File: config.mk
export PLATFORM = sky130hd
export DESIGN_NAME = qpsk_stream_mapper_flat
export DESIGN_NICKNAME = d
export VERILOG_FILES = /design/src/rtl/qpsk_stream_mapper_if.sv /design/src/rtl/qpsk_stream_mapper.sv /design/src/flat_wrapper.sv
export SDC_FILE = /design/constraint.sdc
export NUM_CORES = 1
export LEC_CHECK = 0
export ABC_CLOCK_PERIOD_IN_PS = 1600
export CAP_MARGIN = 20
export CORE_MARGIN = 2
export CORE_UTILIZATION = 39
export CTS_BUF_LIST = sky130_fd_sc_hd__clkbuf_16
export CTS_CLUSTER_SIZE = 25
export DETAILED_ROUTE_END_ITERATION = 7
export PLACE_DENSITY = 0.79
export SYNTH_ARGS = -nofsm -noshare
export SYNTH_HDL_FRONTEND = slang
export SYNTH_SLANG_ARGS = --single-unit
File: constraint.sdc
create_clock -name clk -period 1.6 [get_ports clk]
set_input_delay 0.4 -clock clk [delete_from_list [all_inputs] [get_ports clk]]
set_output_delay 0.4 -clock clk [all_outputs]
set_load 0.05 [all_outputs]
File: src/rtl/qpsk_stream_mapper_if.sv
// Stream bundle for qpsk_stream_mapper: word input handshake plus symbol output handshake.
// master is the mapper side; slave is the framer/filter side that drives words and sym_ready.
interface qpsk_stream_mapper_if #(
  parameter int unsigned WORD_W = 7,
  parameter int unsigned SYM_W  = 16
);
  logic [WORD_W-1:0] in_data;
  logic              in_valid;
  logic              in_ready;
  logic [SYM_W-1:0]  sym_re;
  logic [SYM_W-1:0]  sym_im;
  logic              sym_valid;
  logic              sym_ready;
  logic              sym_last;
  logic              sym_pilot;

  modport master (
    input  in_data, in_valid, sym_ready,
    output in_ready, sym_re, sym_im, sym_valid, sym_last, sym_pilot
  );

  modport slave (
    output in_data, in_valid, sym_ready,
    input  in_ready, sym_re, sym_im, sym_valid, sym_last, sym_pilot
  );
endinterface

File: src/rtl/qpsk_stream_mapper.sv
// Sequential QPSK mapper: one I/Q symbol per output handshake, two bits per symbol, MSB pair first.
// Define QPSK_PILOT_EN to prefix every word with a (+AMP,+AMP) pilot symbol flagged by sym_pilot.
module qpsk_stream_mapper #(
  parameter int unsigned       WORD_W = 7,
  parameter int unsigned       SYM_W  = 16,
  parameter logic [SYM_W-1:0]  AMP    = 16'h16A1
) (
  input logic                  clk,
  input logic                  rst,
  qpsk_stream_mapper_if.master bus
);

  localparam int unsigned      NSYM    = (WORD_W + 1) / 2;
  localparam int unsigned      PW      = 2 * NSYM;
  localparam int unsigned      CntW    = (NSYM > 1) ? $clog2(NSYM) : 1;
  localparam logic [CntW-1:0]  LastCnt = CntW'(NSYM - 1);
  localparam logic [SYM_W-1:0] NegAmp  = SYM_W'(0) - AMP;

`ifdef QPSK_PILOT_EN
  localparam bit PilotEn = 1'b1;
`else
  localparam bit PilotEn = 1'b0;
`endif

  typedef enum logic [0:0] {StIdle, StSend} state_e;

  state_e           state_q;
  logic [PW-1:0]    sreg_q;
  logic [CntW-1:0]  cnt_q;
  logic [SYM_W-1:0] re_q, im_q;
  logic             valid_q, last_q, pilot_q;

  logic [PW-1:0]    word_pad;
  logic [PW-1:0]    sreg_sh;
  logic [CntW-1:0]  cnt_inc;
  logic             word_xfer, sym_xfer;

  function automatic logic [SYM_W-1:0] level(input logic b);
    return b ? NegAmp : AMP;
  endfunction

  // Odd widths get a zero LSB pad so the word always splits into whole pairs.
  assign word_pad  = PW'(bus.in_data) << (PW - WORD_W);
  assign sreg_sh   = sreg_q << 2;
  assign cnt_inc   = cnt_q + CntW'(1);
  assign word_xfer = bus.in_valid & bus.in_ready;
  assign sym_xfer  = valid_q & bus.sym_ready;

  // in_ready opens on the last symbol's transfer cycle so words stream without a bubble.
  assign bus.in_ready = (state_q == StIdle) | ((state_q == StSend) & last_q & bus.sym_ready);

  always_ff @(posedge clk or posedge rst) begin
    if (rst) begin
      state_q <= StIdle;
      sreg_q  <= '0;
      cnt_q   <= '0;
      re_q    <= '0;
      im_q    <= '0;
      valid_q <= 1'b0;
      last_q  <= 1'b0;
      pilot_q <= 1'b0;
    end else if (word_xfer) begin
      state_q <= StSend;
      sreg_q  <= word_pad;
      cnt_q   <= '0;
      valid_q <= 1'b1;
      pilot_q <= PilotEn;
      re_q    <= PilotEn ? AMP : level(word_pad[PW-2]);
      im_q    <= PilotEn ? AMP : level(word_pad[PW-1]);
      last_q  <= !PilotEn && (LastCnt == '0);
    end else if (sym_xfer) begin
      if (last_q) begin
        state_q <= StIdle;
        valid_q <= 1'b0;
        last_q  <= 1'b0;
      end else if (pilot_q) begin
        // Pilot consumed: present the first data pair without shifting.
        pilot_q <= 1'b0;
        re_q    <= level(sreg_q[PW-2]);
        im_q    <= level(sreg_q[PW-1]);
        last_q  <= (LastCnt == '0);
      end else begin
        sreg_q  <= sreg_sh;
        cnt_q   <= cnt_inc;
        re_q    <= level(sreg_sh[PW-2]);
        im_q    <= level(sreg_sh[PW-1]);
        last_q  <= (cnt_inc == LastCnt);
      end
    end
  end

  assign bus.sym_re    = re_q;
  assign bus.sym_im    = im_q;
  assign bus.sym_valid = valid_q;
  assign bus.sym_last  = last_q;
  assign bus.sym_pilot = pilot_q;

endmodule

File: src/flat_wrapper.sv
// flat-port wrapper written by rule: the top's interface ports become plain ports
module qpsk_stream_mapper_flat 
#(
  parameter int unsigned       WORD_W = 7,
  parameter int unsigned       SYM_W  = 16,
  parameter logic [SYM_W-1:0]  AMP    = 16'h16A1
)
  (clk, rst, bus_in_data, bus_in_valid, bus_sym_ready, bus_in_ready, bus_sym_re, bus_sym_im, bus_sym_valid, bus_sym_last, bus_sym_pilot);
  qpsk_stream_mapper_if #(.WORD_W(WORD_W), .SYM_W(SYM_W)) bus_i ();
  input logic clk;
  input logic rst;
  input wire logic [$bits(bus_i.in_data)-1:0] bus_in_data;
  input wire logic [$bits(bus_i.in_valid)-1:0] bus_in_valid;
  input wire logic [$bits(bus_i.sym_ready)-1:0] bus_sym_ready;
  output wire logic [$bits(bus_i.in_ready)-1:0] bus_in_ready;
  output wire logic [$bits(bus_i.sym_re)-1:0] bus_sym_re;
  output wire logic [$bits(bus_i.sym_im)-1:0] bus_sym_im;
  output wire logic [$bits(bus_i.sym_valid)-1:0] bus_sym_valid;
  output wire logic [$bits(bus_i.sym_last)-1:0] bus_sym_last;
  output wire logic [$bits(bus_i.sym_pilot)-1:0] bus_sym_pilot;
  assign bus_i.in_data = bus_in_data;
  assign bus_i.in_valid = bus_in_valid;
  assign bus_i.sym_ready = bus_sym_ready;
  assign bus_in_ready = bus_i.in_ready;
  assign bus_sym_re = bus_i.sym_re;
  assign bus_sym_im = bus_i.sym_im;
  assign bus_sym_valid = bus_i.sym_valid;
  assign bus_sym_last = bus_i.sym_last;
  assign bus_sym_pilot = bus_i.sym_pilot;
  qpsk_stream_mapper #(.WORD_W(WORD_W), .SYM_W(SYM_W), .AMP(AMP)) u_core (.clk(clk), .rst(rst), .bus(bus_i));
endmodule
==> flow_metrics.env <==
export IMPL_endpoint_kind="primary output"
export IMPL_min_period_ns=1.53
export IMPL_remaining_drc_errors=0
export IMPL_synth_ff_latch_count=14
export IMPL_final_antenna_net_count=0
export IMPL_worst_ep_required_time_ns=1.20
export IMPL_grt_max_degree=15
export IMPL_worst_setup_skew_after_layout_ns=0.000839
export IMPL_globalRouteOverflowTotal=0
export IMPL_die_x_um=52.5
export IMPL_global_route_wire_length_before_repair_um=3990
export IMPL_crit_end="bus_in_ready"
export IMPL_cts_htree_levels=1
export IMPL_cp_max_fo=8
export IMPL_die_height_um=52.5
export IMPL_core_rowCount=17
export IMPL_drt_first_iter_violations=35
export IMPL_starting_density_pct=41.5
export IMPL_totalWireLength_um=2440
export IMPL_post_synthesis_area_per_instance_um2=9.37
export IMPL_mappedNetlistNets=110
export IMPL_cts_root_buffer="sky130_fd_sc_hd__clkbuf_16"
export IMPL_drive_gt1_share_pct=42.6
export IMPL_fill_cells=135
export IMPL_critPathLaunch="u_core.state_q$_DFFE_PP0P_"
export IMPL_instance_count_after_placement_with_tap_cells_included=145
export IMPL_detail_route_first_pass_iterations=5
export IMPL_cts_clk_slew_worst_paths_ns=0.04
export IMPL_reg2reg_setup_slack_ns=0.25
export IMPL_globalplace_congestion=0.777
export IMPL_tritoncts_num_sinks=14
export IMPL_worst_hold_path_type="in -> async"
export IMPL_grt_total_usage_pct=20.1
export IMPL_floorplan_die_area_mm2=0.00276
export IMPL_timing_fmax_mhz=655
export IMPL_seq_area_frac_synth_pct=38.1
export IMPL_timing_final_max_slew_violations=0
export IMPL_synth_top_cells_by_area="sky130_fd_sc_hd__dfrtp_1, sky130_fd_sc_hd__buf_4, sky130_fd_sc_hd__inv_1, sky130_fd_sc_hd__a22o_1, sky130_fd_sc_hd__o22ai_1"
export IMPL_rsz0062_at_grt="no"
export IMPL_grt_antenna_before_repair=0
export IMPL_worst_setup_path_type="reg -> out"
export IMPL_wire_per_inst_um=16.3
export IMPL_cts_tree="built"
export IMPL_setup_violations_final=0
export IMPL_clk_insertion_delay_late_ns=0.24
export IMPL_first_global_vias=805
export IMPL_io_buffer_count=45
export IMPL_insertedDiodeCount=0
export IMPL_regArea_um2=353
export IMPL_status="finished clean"
export IMPL_timing_reg2reg_worst_path_depth=4
export IMPL_critical_path_reg2reg_startpoint="u_core.state_q$_DFFE_PP0P_"
export IMPL_finish_cell_count_without_fillers=150
export IMPL_final_hold_viol_count=0
export IMPL_critPathSlowestCell="sky130_fd_sc_hd__dfrtp_2"
export IMPL_final_setup_tns_ns=0
export IMPL_fin_crit_sh_pct=95.5
export IMPL_route_detailed_vias_per_inst=5.19
export IMPL_synth_warning_count=0
export IMPL_dr_total_vias=778
export IMPL_tritoncts_num_buffers=3
export IMPL_detailedPlacementHpwl_um=1830
export IMPL_cp_data_arrival_time_ns=1.13
export IMPL_drv_cap=0
export IMPL_post_cts_hold_buffer_count=0
export IMPL_post_route_util_pct=74.8
export IMPL_synth_lib_cells_used_distinct=24
export IMPL_cts_buffer_depth=2
export IMPL_synthDominantAreaCellType="sky130_fd_sc_hd__dfrtp_1"
export IMPL_area_growth_syn_to_layout_pct=80.1
export IMPL_multi_input_area_um2=279
export IMPL_cp_slowest_stage_delay_ns=0.45
export IMPL_worst_r2r_endpoint="u_core.bus.sym_im[14]$_DFFE_PP0P_"
export IMPL_placeableCoreArea_mm2=0.00221
export IMPL_fin_worst_hold_slack_ns=0.456
export IMPL_critPathLaunchType="flop"
export IMPL_yosysTopAreaCellShare_pct=38.1
export IMPL_netlist_instances=98
export IMPL_synthesis_area_um2=918
export IMPL_boundaryPins=47
export IMPL_fin_nets=135
export IMPL_worst_path_cell_chain="a21boi_2, inv_2, buf_12"
[cells by family (layout without fill, tap and decap cells)]
kind of cell / Yosys count / count (layout) / synth area share [%]
muxes: 2 / 2 / 2.18
and+or+nand+nor: 11 / 11 / 6.95
other: 1 / 1 / 0.408
DFF: 14 / 14 / 38.1
adders and majority gates: 1 / 1 / 1.36
AOI/OAI and AO/OA: 23 / 23 / 19.5
buffers and inverters: 46 / 70 / 31.5
[per-layer routing]
layer,vias to the layer above,global-route usage [%],part of all wire [%]
met4,0,8.55,0.86
li1,346,-,-
met3,3,4.00,7.8
met2,52,34.4,55
met5,-,0,0
met1,377,24.5,36
[through the flow]
step / setup slack (ns) / area, um^2
after floorplan: 0.0301 / 920
after global placement: -0.0230 / 1570
after detailed placement: -0.0510 / 1570
after CTS: 0.0727 / 1650
after global routing: 0.0342 / 1650
final: 0.0726 / 1650
[repair_timing]
action	4_1_cts	5_1_grt
setup buffers	1	0
setup endpoints to repair	1	0
resized for setup	3	0
[cells in the final DEF (no fill, tap or decap)]
master / count
sky130_fd_sc_hd__o21ai_0: 1
sky130_fd_sc_hd__conb_1: 1
sky130_fd_sc_hd__o22ai_1: 5
sky130_fd_sc_hd__a21boi_2: 1
sky130_fd_sc_hd__buf_4: 8
sky130_fd_sc_hd__ha_1: 1
sky130_fd_sc_hd__nor2_2: 1
sky130_fd_sc_hd__mux2i_1: 2
sky130_fd_sc_hd__a22o_1: 4
sky130_fd_sc_hd__clkinv_1: 1
sky130_fd_sc_hd__o21ai_1: 3
sky130_fd_sc_hd__dfrtp_1: 12
sky130_fd_sc_hd__nand2_1: 1
sky130_fd_sc_hd__inv_1: 12
sky130_fd_sc_hd__a22o_2: 1
sky130_fd_sc_hd__clkdlybuf4s50_1: 9
sky130_fd_sc_hd__dlygate4sd2_1: 1
sky130_fd_sc_hd__o21a_1: 2
sky130_fd_sc_hd__o32a_1: 2
sky130_fd_sc_hd__a22oi_1: 1
sky130_fd_sc_hd__dfrtp_2: 2
sky130_fd_sc_hd__o22a_1: 1
sky130_fd_sc_hd__nor2b_1: 2
sky130_fd_sc_hd__inv_2: 1
sky130_fd_sc_hd__nand3b_1: 2
sky130_fd_sc_hd__a222oi_1: 2
sky130_fd_sc_hd__buf_12: 35
sky130_fd_sc_hd__clkbuf_16: 3
sky130_fd_sc_hd__nand2b_1: 3
sky130_fd_sc_hd__nor2_1: 2
[state kept, by name (all words and copies together) (netlist names)]
signal	cells
u_core.sreg_q	5
u_core.bus.sym_re	2
u_core.bus.sym_im	3
u_core.cnt_q	2
u_core.bus.sym_last	1
u_core.state_q	1
[layout make-up]
cell class,count,area share [%]
Inverter,13,2.95
Timing Repair Buffer,53,52.0
Sequential cell,14,21.3
Clock buffer,3,4.54
Multi-Input combinational cell,38,16.9
Clock inverter,1,0.227
Tap cell,28,2.12
[worst min path at each step]
| stage | startpoint | endpoint | slack, ns | cells after the start |
|---|---|---|---|---|
| finish | rst | u_core.bus.sym_im[12]$_DFFE_PP0P_ | 0.46 | 3 |
| global route | rst | u_core.bus.sym_im[0]$_DFFE_PP0P_ | 0.48 | 3 |
| CTS | rst | u_core.bus.sym_im[0]$_DFFE_PP0P_ | 0.47 | 3 |
| detailed placement | u_core.bus.sym_re[14]$_DFFE_PP0P_ | u_core.bus.sym_re[14]$_DFFE_PP0P_ | 0.48 | 1 |
| global placement | u_core.bus.sym_im[14]$_DFFE_PP0P_ | u_core.bus.sym_im[14]$_DFFE_PP0P_ | 0.48 | 1 |
| floorplan | rst | u_core.bus.sym_im[0]$_DFFE_PP0P_ | 0.29 | 1 |
[synth_stat cells]
library cell and n:
sky130_fd_sc_hd__ha_1 1, sky130_fd_sc_hd__buf_2 3, sky130_fd_sc_hd__mux2i_1 2, sky130_fd_sc_hd__nor2_2 1, sky130_fd_sc_hd__inv_1 13, sky130_fd_sc_hd__a22o_2 1
sky130_fd_sc_hd__o21ai_0 1, sky130_fd_sc_hd__nand2_1 1, sky130_fd_sc_hd__a22oi_1 1, sky130_fd_sc_hd__dfrtp_1 14, sky130_fd_sc_hd__o22ai_1 5, sky130_fd_sc_hd__nor2_1 2
sky130_fd_sc_hd__a22o_1 4, sky130_fd_sc_hd__o32a_1 2, sky130_fd_sc_hd__nand2b_1 3, sky130_fd_sc_hd__conb_1 1, sky130_fd_sc_hd__o21ai_1 3, sky130_fd_sc_hd__o21a_1 2
sky130_fd_sc_hd__a222oi_1 2, sky130_fd_sc_hd__nor2b_1 2, sky130_fd_sc_hd__a21boi_2 1, sky130_fd_sc_hd__buf_4 30, sky130_fd_sc_hd__nand3b_1 2, sky130_fd_sc_hd__o22a_1 1
[critical path: cells and delay by family (launching register included)]
family | cells | cell delay (ns)
buffers and inverters | 2 | 0.22
flip-flops | 1 | 0.45
AO/OA/AOI/OAI | 1 | 0.22
Power is left out: the tool's default activity adds up to more than one toggle a clock period on the data nets, which glitch-free logic cannot reach.
==> patch: new RTL, config.mk and constraints unchanged <==
Add a define of `QPSK_PILOT_EN`.
--- a/src/rtl/qpsk_stream_mapper.sv
+++ b/src/rtl/qpsk_stream_mapper.sv
@@ -1,5 +1,7 @@
 // Sequential QPSK mapper: one I/Q symbol per output handshake, two bits per symbol, MSB pair first.
 // Define QPSK_PILOT_EN to prefix every word with a (+AMP,+AMP) pilot symbol flagged by sym_pilot.
+`define QPSK_PILOT_EN
+
 module qpsk_stream_mapper #(
   parameter int unsigned       WORD_W = 7,
   parameter int unsigned       SYM_W  = 16,
Check against the original RTL: not equivalent (a bounded check fails within 4 cycles, from zero or initial values and one cycle with rst high).
==> patch against the unedited design <==
Cell area grew 15%; sequential cell count is 3 higher; synthesized cell count decreased by 5.1%; via count shrank 1.4%; worst setup slack worse by 60 ps; synthesized area rose by 11%; routed wire length down 4.8%; first-iteration DRC count decreased by 86%.
==> patch: results (changes against the unedited design) <==
stage	metric	value	unit	change
layout	fill cell count	157		was 135
route	drt initial violations	5		was 35
place	GPL Wtd Cong	0.708		was 0.777
worst_hold_path	Hold WC Path Type	input port to async pin		unchanged
synthesis	syn nets	105		was 110
synthesis	Area contributors post-synth	dfrtp_1 (42%), buf_4 (21%), mux2_2 (7.7%)		was dfrtp_1 (38%), buf_4 (25%), inv_1 (5.3%)
clocking	clock-pin slew on the worst setup and hold paths	50	ps	
run_status	status	completed		unchanged
synthesis	distinct cell type count after synthesis	23		was 24
setup_path	Critical Path AT	1720	ps	was 1130 ps
clocking	Longest Clk Path Bufs	2		unchanged
place	I/O Buffers	46		was 45
grt	vias in the first global route	806		was 805
grt	global-route wire length before repair	4020	um	was 3990 um
route	via/cell ratio	4.89		was 5.19
sta	Worst Skew	2.51	ps	was 0.839 ps
synthesis	Synth top cells by count	buf_4 (28), dfrtp_1 (17), mux2_2 (7)		was buf_4 (30), dfrtp_1 (14), inv_1 (13)
layout	Largest register FFs	7		was 5
synthesis	syn_area_per_cell	11.0	um^2	was 9.37 um^2
layout	share of cells above drive strength 1	55.1	%	was 42.6%
grt	largest net degree at the start of global routing	18		was 15
power_and_ir_drop	P_leak	0.930	nW	
clocking	H-tree levels	1		unchanged
clocking	CTS Buf Count	3		unchanged
layout	Nets	140		was 135
synthesis	sequential share of the synthesized area	41.6	%	was 38.1%
place	HPWL reported at the end of detailed placement	1820	um	was 1830 um
setup_path	RR Endpoint	u_core.sreg_q[5]		was u_core.bus.sym_im[14]
layout	register name with the most flops	u_core.sreg_q		unchanged
clocking	hold_buf cts	0		unchanged
route	final WL	2320	um	was 2440 um
grt	Total GRT Usage	16.8	%	was 20.1%
place	Inst Count DP	152		was 145
setup_path	R2R Setup Slk	10	ps	was 250 ps
setup_path	worst-path maximum fanout	8		unchanged
power_and_ir_drop	Worst VDD drop	0.00172	V	
layout	n_diodes	0		unchanged
route	vias	767		was 778
clocking	CTS Root Cell	clkbuf_16		unchanged
setup_path	Critical Path Source	u_core.bus.sym_pilot		was u_core.state_q
route	Detailed Routing Iterations Pass 1	4		was 5
sta	Final Hold Slack	471	ps	was 456 ps
sta	worst-margin pin slew	480	ps	
patch: how the worst max path moves through the flow:
stage | end | slack [ps] | cells after the start
3_3_place_gp | u_core.sreg_q[6] | -370 | 5
4_1_cts | u_core.sreg_q[5] | -3 | 4
6_report | u_core.sreg_q[5] | 10 | 4
5_1_grt | u_core.sreg_q[5] | -30 | 4
3_5_place_dp | u_core.sreg_q[5] | -420 | 5
2_1_floorplan | u_core.sreg_q[3] | -170 | 5
patch: kinds of logic after synthesis:
group | after synthesis | share of synthesized area, %
buffers and inverters | 35 | 23.8
flip-flops | 17 | 41.6
multiplexers | 15 | 16.1
AND/OR/NAND/NOR | 14 | 8.93
AO/OA/AOI/OAI | 11 | 8.31
adder cells (fa/ha/maj) | 1 | 1.22
patch: where the power goes:
| group | internal (mW) | switching (mW) |
|---|---|---|
| Combinational | 1.57 | 1.59 |
| Clock | 0.332 | 0.158 |
| Sequential | 0.594 | 0.178 |
| Total | 2.49 | 1.93 |
patch: stage by stage:
| stage | area (um^2) | setup slack, ps | util [%] |
|---|---|---|---|
| 2_1_floorplan | 1080 | -167 | - |
| 3_3_place_gp | 1820 | -367 | 73.4 |
| 3_5_place_dp | 1820 | -417 | 73.4 |
| 4_1_cts | 1900 | -3.34 | 76.8 |
| 5_1_grt | 1910 | -28.1 | 77.0 |
| 6_report | 1910 | 12.5 | 77.0 |
patch: critical path, cell delays in order, from the launching register on:
cell and delay, ps:
dfrtp_2 420, nor4bb_4 300, buf_6 190, mux2_4 310
mux2_4 250
patch: per-layer routing:
metal	share of wire (%)	global-route usage [%]
met5	0	0
met4	2.8	7.67
met3	5.5	3.04
met2	53	30.8
met1	38	18.5
patch: layout make-up:
cell class                      count  share of cell area, %
Timing Repair Buffer               59                   48.7
Sequential cell                    17                   22.5
Multi-Input combinational cell     41                   21.6
Clock buffer                        3                   3.93
Tap cell                           30                   1.97
Inverter                            6                   1.18
Clock inverter                      1                  0.197
patch: timing repair:
item / 4_1_cts / 5_1_grt
pin swaps: 2 / 0
resized for setup: 4 / 1
buffers inserted: 2 / 0
setup endpoints to repair: 8 / 7
